==> src/rtl/fft_src_pkg.sv <==
`default_nettype none
// +----------------------------------------------------------------------------+
// | Package     : fft_src_pkg                                                  |
// | Description : Shared definitions for the FFT source burst reader: FSM      |
// |               state encoding and the address bit-reverse helper.           |
// | Revision    : 1.0 - initial release                                        |
// +----------------------------------------------------------------------------+
package fft_src_pkg;

    // Burst sequencer states.
    // IDLE  : waiting for a start request.
    // RUN   : reads still being issued to the memory.
    // DRAIN : all reads issued; waiting for the final word to leave the stream.
    localparam logic [1:0] c_ST_IDLE  = 2'd0;
    localparam logic [1:0] c_ST_RUN   = 2'd1;
    localparam logic [1:0] c_ST_DRAIN = 2'd2;

    // Reverse the low 'width' bits of 'value'; bits above 'width' come back zero.
    // Used to turn a natural-order read counter into a bit-reversed address
    // offset, so a DIT FFT receives its input in bit-reversed order.
    function automatic logic [31:0] bitrev(input logic [31:0] value, input int width);
        logic [31:0] rev;
        rev = '0;
        for (int i = 0; i < 32; i++) begin
            rev[i] = value[31 - i];
        end
        return rev >> (32 - width);
    endfunction

endpackage : fft_src_pkg
`default_nettype wire

==> src/rtl/fft_src_skid_fifo.sv <==
`default_nettype none
// +----------------------------------------------------------------------------+
// | Module      : fft_src_skid_fifo                                            |
// | Description : Two-entry FIFO holding {last, data} words returned by the    |
// |               memory while the downstream stream is stalled. The head      |
// |               entry stays put until it is popped, so the stream output is  |
// |               stable under backpressure.                                   |
// | Revision    : 1.0 - initial release                                        |
// +----------------------------------------------------------------------------+
module fft_src_skid_fifo #(
    parameter int WIDTH = 17
) (
    input  logic             clk,
    input  logic             rst,
    input  logic             i_push,
    input  logic [WIDTH-1:0] i_push_data,
    input  logic             i_pop,
    output logic [WIDTH-1:0] o_head_data,
    output logic [1:0]       o_count,
    output logic             o_valid
);

    logic [WIDTH-1:0] r_slot0;
    logic [WIDTH-1:0] r_slot1;
    logic             r_wr_ptr;
    logic             r_rd_ptr;
    logic [1:0]       r_count;

    logic             w_push;
    logic             w_pop;

    // A push into a full FIFO or a pop from an empty one is dropped rather
    // than corrupting the pointers; the issue logic upstream never does either.
    assign w_push = i_push && (r_count != 2'd2);
    assign w_pop  = i_pop  && (r_count != 2'd0);

    // Storage slots, pointers and occupancy; a simultaneous push and pop leaves the count unchanged.
    always_ff @(posedge clk or posedge rst) begin
        if (rst) begin
            r_slot0  <= '0;
            r_slot1  <= '0;
            r_wr_ptr <= 1'b0;
            r_rd_ptr <= 1'b0;
            r_count  <= 2'd0;
        end else begin
            if (w_push) begin
                if (r_wr_ptr) begin
                    r_slot1 <= i_push_data;
                end else begin
                    r_slot0 <= i_push_data;
                end
                r_wr_ptr <= ~r_wr_ptr;
            end
            if (w_pop) begin
                r_rd_ptr <= ~r_rd_ptr;
            end
            case ({w_push, w_pop})
                2'b10:   r_count <= r_count + 2'd1;
                2'b01:   r_count <= r_count - 2'd1;
                default: r_count <= r_count;
            endcase
        end
    end

    assign o_head_data = r_rd_ptr ? r_slot1 : r_slot0;
    assign o_count     = r_count;
    assign o_valid     = (r_count != 2'd0);

endmodule : fft_src_skid_fifo
`default_nettype wire

==> src/rtl/fft_src_burst_reader.sv <==
`default_nettype none
// +----------------------------------------------------------------------------+
// | Module      : fft_src_burst_reader                                         |
// | Description : Burst read sequencer for a single-port registered sample     |
// |               memory. On start it reads burst_len consecutive words from   |
// |               base_addr and presents them as a valid/ready stream with a   |
// |               last flag. Reads are only issued when the skid FIFO can hold |
// |               the returning word, so backpressure never loses data.        |
// |               Build option BITREV_ADDR_EN: burst length fixed to the full  |
// |               memory depth and the read offset is bit-reversed.            |
// | Revision    : 1.0 - initial release                                        |
// +----------------------------------------------------------------------------+
module fft_src_burst_reader
    import fft_src_pkg::*;
#(
    parameter int ADDR_WIDTH = 10,
    parameter int DATA_WIDTH = 16
) (
    input  logic                  clk,
    input  logic                  rst,
    input  logic                  start,
    input  logic [ADDR_WIDTH-1:0] base_addr,
    input  logic [ADDR_WIDTH:0]   burst_len,
    output logic                  busy,
    output logic                  done,
    output logic [ADDR_WIDTH-1:0] mem_addr,
    output logic                  mem_clk_en,
    input  logic [DATA_WIDTH-1:0] mem_rd_data,
    output logic                  m_valid,
    output logic [DATA_WIDTH-1:0] m_data,
    output logic                  m_last,
    input  logic                  m_ready
);

    // Memory depth expressed in the burst length width (2**ADDR_WIDTH).
    localparam logic [ADDR_WIDTH:0] c_DEPTH = {1'b1, {ADDR_WIDTH{1'b0}}};
    localparam logic [ADDR_WIDTH:0] c_ONE   = {{ADDR_WIDTH{1'b0}}, 1'b1};

    // Sequencer state and burst context
    logic [1:0]            r_state;
    logic [1:0]            w_state_nxt;
    logic [ADDR_WIDTH-1:0] r_base;
    logic [ADDR_WIDTH:0]   r_len;
    logic [ADDR_WIDTH:0]   r_issue_cnt;

    // Read pipeline: a read issued this cycle returns data next cycle
    logic                  r_inflight;
    logic                  r_inflight_last;
    logic                  r_done;

    logic [ADDR_WIDTH:0]   w_len_req;
    logic                  w_accept;
    logic                  w_issue;
    logic                  w_issue_last;
    logic [2:0]            w_occupancy;
    logic [ADDR_WIDTH-1:0] w_offset;

    // Skid FIFO interface
    logic [DATA_WIDTH:0]   w_fifo_head;
    logic [1:0]            w_fifo_cnt;
    logic                  w_fifo_valid;
    logic                  w_head_last;
    logic                  w_pop;

    // ------------------------------------------------------------------------
    // Requested burst length and read address offset
    // ------------------------------------------------------------------------
`ifdef BITREV_ADDR_EN
    // Full-memory bit-reversed sweep: the requested length is irrelevant.
    logic w_unused_burst_len;
    assign w_unused_burst_len = ^burst_len;
    assign w_len_req = c_DEPTH;
    assign w_offset  = ADDR_WIDTH'(bitrev({{(32 - ADDR_WIDTH){1'b0}}, r_issue_cnt[ADDR_WIDTH-1:0]},
                                          ADDR_WIDTH));
`else
    // Lengths beyond the memory depth are clamped to one full sweep.
    assign w_len_req = (burst_len > c_DEPTH) ? c_DEPTH : burst_len;
    assign w_offset  = r_issue_cnt[ADDR_WIDTH-1:0];
`endif

    // Address arithmetic wraps naturally modulo the memory depth.
    assign mem_addr = r_base + w_offset;

    // ------------------------------------------------------------------------
    // Issue control
    // ------------------------------------------------------------------------
    // Words already owned by this block (in the FIFO or in flight from the
    // memory) minus the one leaving this cycle; a new read is allowed only
    // while that stays below the FIFO capacity of two.
    assign w_pop        = w_fifo_valid && m_ready;
    assign w_occupancy  = {1'b0, w_fifo_cnt} + {2'b00, r_inflight} - {2'b00, w_pop};
    assign w_issue      = (r_state == c_ST_RUN) && (r_issue_cnt < r_len) && (w_occupancy < 3'd2);
    assign w_issue_last = (r_issue_cnt == (r_len - c_ONE));
    assign w_accept     = (r_state == c_ST_IDLE) && start && (w_len_req != '0);

    assign mem_clk_en   = w_issue;

    // ------------------------------------------------------------------------
    // Sequencer FSM
    // ------------------------------------------------------------------------
    // State register.
    always_ff @(posedge clk or posedge rst) begin
        if (rst) begin
            r_state <= c_ST_IDLE;
        end else begin
            r_state <= w_state_nxt;
        end
    end

    // Next-state: start a burst, finish issuing, then wait for the last word to leave.
    always_comb begin
        w_state_nxt = r_state;
        case (r_state)
            c_ST_IDLE: begin
                if (w_accept) begin
                    w_state_nxt = c_ST_RUN;
                end
            end
            c_ST_RUN: begin
                if (w_issue && w_issue_last) begin
                    w_state_nxt = c_ST_DRAIN;
                end
            end
            c_ST_DRAIN: begin
                if (w_pop && w_head_last) begin
                    w_state_nxt = c_ST_IDLE;
                end
            end
            default: begin
                w_state_nxt = c_ST_IDLE;
            end
        endcase
    end

    // Burst context, issue counter, in-flight tracking and the done pulse.
    always_ff @(posedge clk or posedge rst) begin
        if (rst) begin
            r_base          <= '0;
            r_len           <= '0;
            r_issue_cnt     <= '0;
            r_inflight      <= 1'b0;
            r_inflight_last <= 1'b0;
            r_done          <= 1'b0;
        end else begin
            r_inflight      <= w_issue;
            r_inflight_last <= w_issue && w_issue_last;
            r_done          <= (r_state == c_ST_DRAIN) && w_pop && w_head_last;
            if (w_accept) begin
                r_base      <= base_addr;
                r_len       <= w_len_req;
                r_issue_cnt <= '0;
            end else if (w_issue) begin
                r_issue_cnt <= r_issue_cnt + c_ONE;
            end
        end
    end

    // ------------------------------------------------------------------------
    // Returned words are tagged with their last flag and queued for the stream
    // ------------------------------------------------------------------------
    fft_src_skid_fifo #(
        .WIDTH (DATA_WIDTH + 1)
    ) u_skid_fifo (
        .clk         (clk),
        .rst         (rst),
        .i_push      (r_inflight),
        .i_push_data ({r_inflight_last, mem_rd_data}),
        .i_pop       (w_pop),
        .o_head_data (w_fifo_head),
        .o_count     (w_fifo_cnt),
        .o_valid     (w_fifo_valid)
    );

    assign w_head_last = w_fifo_head[DATA_WIDTH];

    assign m_valid = w_fifo_valid;
    assign m_data  = w_fifo_head[DATA_WIDTH-1:0];
    assign m_last  = w_fifo_valid && w_head_last;
    assign busy    = (r_state != c_ST_IDLE);
    assign done    = r_done;

endmodule : fft_src_burst_reader
`default_nettype wire

==> config.mk <==
export PLATFORM = sky130hd
export DESIGN_NAME = fft_src_burst_reader
export DESIGN_NICKNAME = d
export VERILOG_FILES = /design/src/rtl/fft_src_pkg.sv /design/src/rtl/fft_src_skid_fifo.sv /design/src/rtl/fft_src_burst_reader.sv
export SDC_FILE = /design/constraint.sdc
export NUM_CORES = 1
export LEC_CHECK = 0
export BUFFER_PORTS_ARGS = -buffer_cell sky130_fd_sc_hd__buf_2
export CAP_MARGIN = 15
export CORE_ASPECT_RATIO = 0.6
export CORE_MARGIN = 10
export CORE_UTILIZATION = 40
export DETAILED_ROUTE_END_ITERATION = 6
export GPL_TIMING_DRIVEN = 0
export MAX_ROUTING_LAYER = met4
export PLACE_DENSITY_LB_ADDON = 0.25
export SKIP_CTS_REPAIR_TIMING = 1
export SLEW_MARGIN = 10
export SYNTH_ARGS = -nofsm -noshare
export SYNTH_HDL_FRONTEND = slang
export SYNTH_HIERARCHICAL = 1
export SYNTH_SLANG_ARGS = --single-unit
export TNS_END_PERCENT = 10
==> constraint.sdc <==
create_clock -name clk -period 12.5 [get_ports clk]
set_input_delay 3.75 -clock clk [delete_from_list [all_inputs] [get_ports clk]]
set_output_delay 3.75 -clock clk [all_outputs]
set_load 0.1 [all_outputs]
==> impl_metrics.sql <==
INSERT INTO impl_metrics (metric_group, metric, value, unit) VALUES
('synthesis', 'mappedNetlistArea', '4470', 'um2'),
('worst_setup_path', 'reg2reg_depth', '10', ''),
('routing', 'vias_after_detailed_routing', '3550', ''),
('timing', 'clock_skew', '0.00301', 'ns'),
('job', 'maxCapViolations', '0', ''),
('timing', 'final_critical_path_setup_slack', '2.44', 'ns'),
('timing', 'hold_fails_final_rpt', '0', ''),
('pwr', 'static-leakage-power', '2.49', 'nW'),
('final_layout', 'area_delta_synth_final', '18.7', '%'),
('synthesis', 'ys_ff_latch', '75', ''),
('final_layout', 'final-instance-count-excl-fill', '651', ''),
('final_layout', 'final_cell_mix', '76 x sky130_fd_sc_hd__buf_2, 75 x sky130_fd_sc_hd__dfrtp_1, 46 x sky130_fd_sc_hd__nand2_1', ''),
('synthesis', 'synth-main-ff-cell', 'sky130_fd_sc_hd__dfrtp_1', ''),
('cts', 'numCtsBuffers', '9', ''),
('pwr', 'power_density_over_the_cells', '278', 'nW/um2'),
('die', 'design.portCount', '72', ''),
('final_layout', 'nNetsFinal', '575', ''),
('synthesis', 'number_of_enable_flip_flop_cells_after_synthesis', '0', ''),
('placement', 'postPlaceCellArea', '5000', 'um2'),
('timing', 'hold_slack', '0.480', 'ns'),
('cts', 'clkSinkCount', '75', ''),
('worst_setup_path', 'cp.required', '8.75', 'ns'),
('pwr', 'switching_share', '0.517', ''),
('min_path', 'min_path_cells', '2', ''),
('routing', 'detail_route.iter0.violations', '245', ''),
('synthesis', 'netlist-cell-type-count', '58', ''),
('final_layout', 'antennaDiodeCount', '0', ''),
('worst_setup_path', 'worst-endpoint-arrival', '6.31', 'ns'),
('final_layout', 'fraction_of_layout_instances_using_a_drive_strength_above_1', '0.307', ''),
('cts', 'cts_max_level', '3', ''),
('die', 'fp.dieArea', '16000', 'um2'),
('die', 'floorplan.initialDensity', '0.417', ''),
('pwr', 'intPower', '714', 'uW'),
('timing', 'final.min_clock_period', '10.06', 'ns'),
('cts', 'tritoncts_clock_tree', 'built', ''),
('worst_setup_path', 'ff2ff_setup_slack', '9.13', 'ns'),
('synthesis', 'yosysWarnings', '6', ''),
('timing', 'timing.setup.tns', '0', 'ns'),
('grt', 'global_route_wire_length_before_repair', '19.1', 'mm'),
('grt', 'largest_net_degree_at_the_start_of_global_routing', '39', ''),
('timing', 'timing_max_transition_violations_final', '0', ''),
('worst_setup_path', 'cp-start-kind', 'primary input', ''),
('routing', 'post_drt_wl_per_cell', '17.9', 'um'),
('routing', 'ant_nets', '0', ''),
('grt', 'grt-ovfl-total', '0', ''),
('worst_setup_path', 'critPathKind', 'in -> out', ''),
('synthesis', 'synth_cells', '426', ''),
('pwr', 'power.net_switching', '764', 'uW'),
('placement', 'finalWeightedCongestion', '0.860', ''),
('synthesis', 'synth-async-reset-ratio', '1.00', ''),
('pwr', 'ir_drop', '165', 'uV'),
('pwr', 'clockPowerShare', '0.184', ''),
('worst_setup_path', 'critical_path_peak_fanout', '10', ''),
('grt', 'antenna_found_initial', '0', ''),
('timing', 'setup_viol', '0', ''),
('die', 'die_height', '102', 'um'),
('worst_setup_path', 'regToRegStartpoint', 'u_skid_fifo/o_count[1]', ''),
('pwr', 'power.total', '1.48', 'mW'),
('worst_setup_path', 'critical_path.reg2reg.endpoint', 'r_issue_cnt[8]', ''),
('die', 'rows', '29', ''),
('timing', 'fmaxAchievable', '99.4', 'MHz'),
('placement', 'placement.io_buffers', '71', ''),
('die', 'core_area', '10700', 'um2'),
('min_path', 'hp-class', 'reg -> reg', ''),
('cts', 'clock_insertion_delay_worst_skew', '0.34', 'ns'),
('final_layout', 'final_common_cell', 'sky130_fd_sc_hd__buf_2', ''),
('grt', 'first_global_vias', '3650', ''),
('timing', 'max_slew.worst_pin.slew', '1.06', 'ns'),
('placement', 'dp.final_hpwl', '9.03', 'mm'),
('status', 'status', 'finished, final reports clean', ''),
('placement', 'dp_worst_setup_slack', '2.44', 'ns');
[flip-flops by register name, summed over array words and instances, names as in the netlist]
name / cells
u_skid_fifo/r_rd_ptr: 1
r_inflight_last: 1
r_inflight: 1
u_skid_fifo/r_slot1: 17
r_base: 10
u_skid_fifo/r_wr_ptr: 1
u_skid_fifo/o_count: 2
done: 1
r_len: 11
u_skid_fifo/r_slot0: 17
r_issue_cnt: 11
r_state: 2
[worst max-delay path by stage]
stage                 start          to  slack [ns]  cells after the start
detailed placement  m_ready  mem_clk_en        2.44                     10
floorplan           m_ready  mem_clk_en        2.17                      8
global placement    m_ready  mem_clk_en        2.48                     10
global route        m_ready  mem_clk_en        2.27                     10
CTS                 m_ready  mem_clk_en        2.42                     10
finish              m_ready  mem_clk_en        2.44                     10
[layer usage]
| layer | vias to the layer above | track usage | part of all wire |
|---|---|---|---|
| li1 | 1685 | - | - |
| met2 | 122 | 0.224 | 0.43 |
| met3 | 12 | 0.0461 | 0.075 |
| met4 | 0 | 0.0390 | 0.010 |
| met1 | 1731 | 0.209 | 0.48 |
| met5 | - | - | 0 |
[logic make-up (layout without fill, tap and decap cells)]
family | after synthesis | after routing | synth area share
XOR/XNOR | 24 | 24 | 0.0470
flip-flops | 75 | 75 | 0.419
multiplexers | 55 | 55 | 0.146
buffers and inverters | 45 | 131 | 0.0461
adder cells (fa/ha/maj) | 26 | 26 | 0.0761
AND/OR/NAND/NOR | 136 | 136 | 0.171
AO/OA/AOI/OAI | 65 | 65 | 0.0942
[layout make-up]
type | count | area [um2] | area share
clock inverters | 4 | 76.3 | 0.0144
clock buffers | 11 | 233 | 0.0438
repair buffers | 71 | 355 | 0.0669
multi-input cells | 306 | 2390 | 0.450
flip-flops and latches | 75 | 1880 | 0.353
plain buffers | 20 | 113 | 0.0212
inverters | 25 | 93.8 | 0.0177
well taps | 139 | 174 | 0.0327
[cells in the mapped netlist, types with 9 or more instances]
cell type | count | area [um2]
sky130_fd_sc_hd__a21oi_1 | 16 | 80.1
sky130_fd_sc_hd__clkbuf_1 | 11 | 41.3
sky130_fd_sc_hd__dfrtp_1 | 75 | 1880
sky130_fd_sc_hd__ha_1 | 24 | 300
sky130_fd_sc_hd__inv_1 | 25 | 93.8
sky130_fd_sc_hd__mux2_2 | 41 | 462
sky130_fd_sc_hd__mux2_4 | 10 | 150
sky130_fd_sc_hd__nand2_1 | 46 | 173
sky130_fd_sc_hd__nand3_1 | 12 | 60.1
sky130_fd_sc_hd__nand3b_1 | 9 | 67.6
sky130_fd_sc_hd__nor2_1 | 12 | 45.0
sky130_fd_sc_hd__o21ai_0 | 17 | 85.1
sky130_fd_sc_hd__xnor2_1 | 14 | 123
sky130_fd_sc_hd__xor2_1 | 10 | 87.6
[power groups by stage]
stage	Clock, mW	Combinational, mW	Sequential (mW)
floorplan	0	0.722	0.354
global placement	0	0.825	0.369
detailed placement	0	0.836	0.376
CTS	0.278	0.840	0.372
global route	0.290	0.881	0.383
finish	0.273	0.833	0.373
[critical path, cell delays in order]
cell and delay [ns]:
sky130_fd_sc_hd__buf_2 0.12, sky130_fd_sc_hd__and2_1 0.14, sky130_fd_sc_hd__ha_1 0.26, sky130_fd_sc_hd__nor2b_1 0.14
sky130_fd_sc_hd__fa_1 0.42, sky130_fd_sc_hd__nor3_1 0.22, sky130_fd_sc_hd__nand4_1 0.28, sky130_fd_sc_hd__clkbuf_1 0.31
sky130_fd_sc_hd__nor2_1 0.20, sky130_fd_sc_hd__buf_2 0.46
No activity file was read; power rests on OpenSTA's default activity.
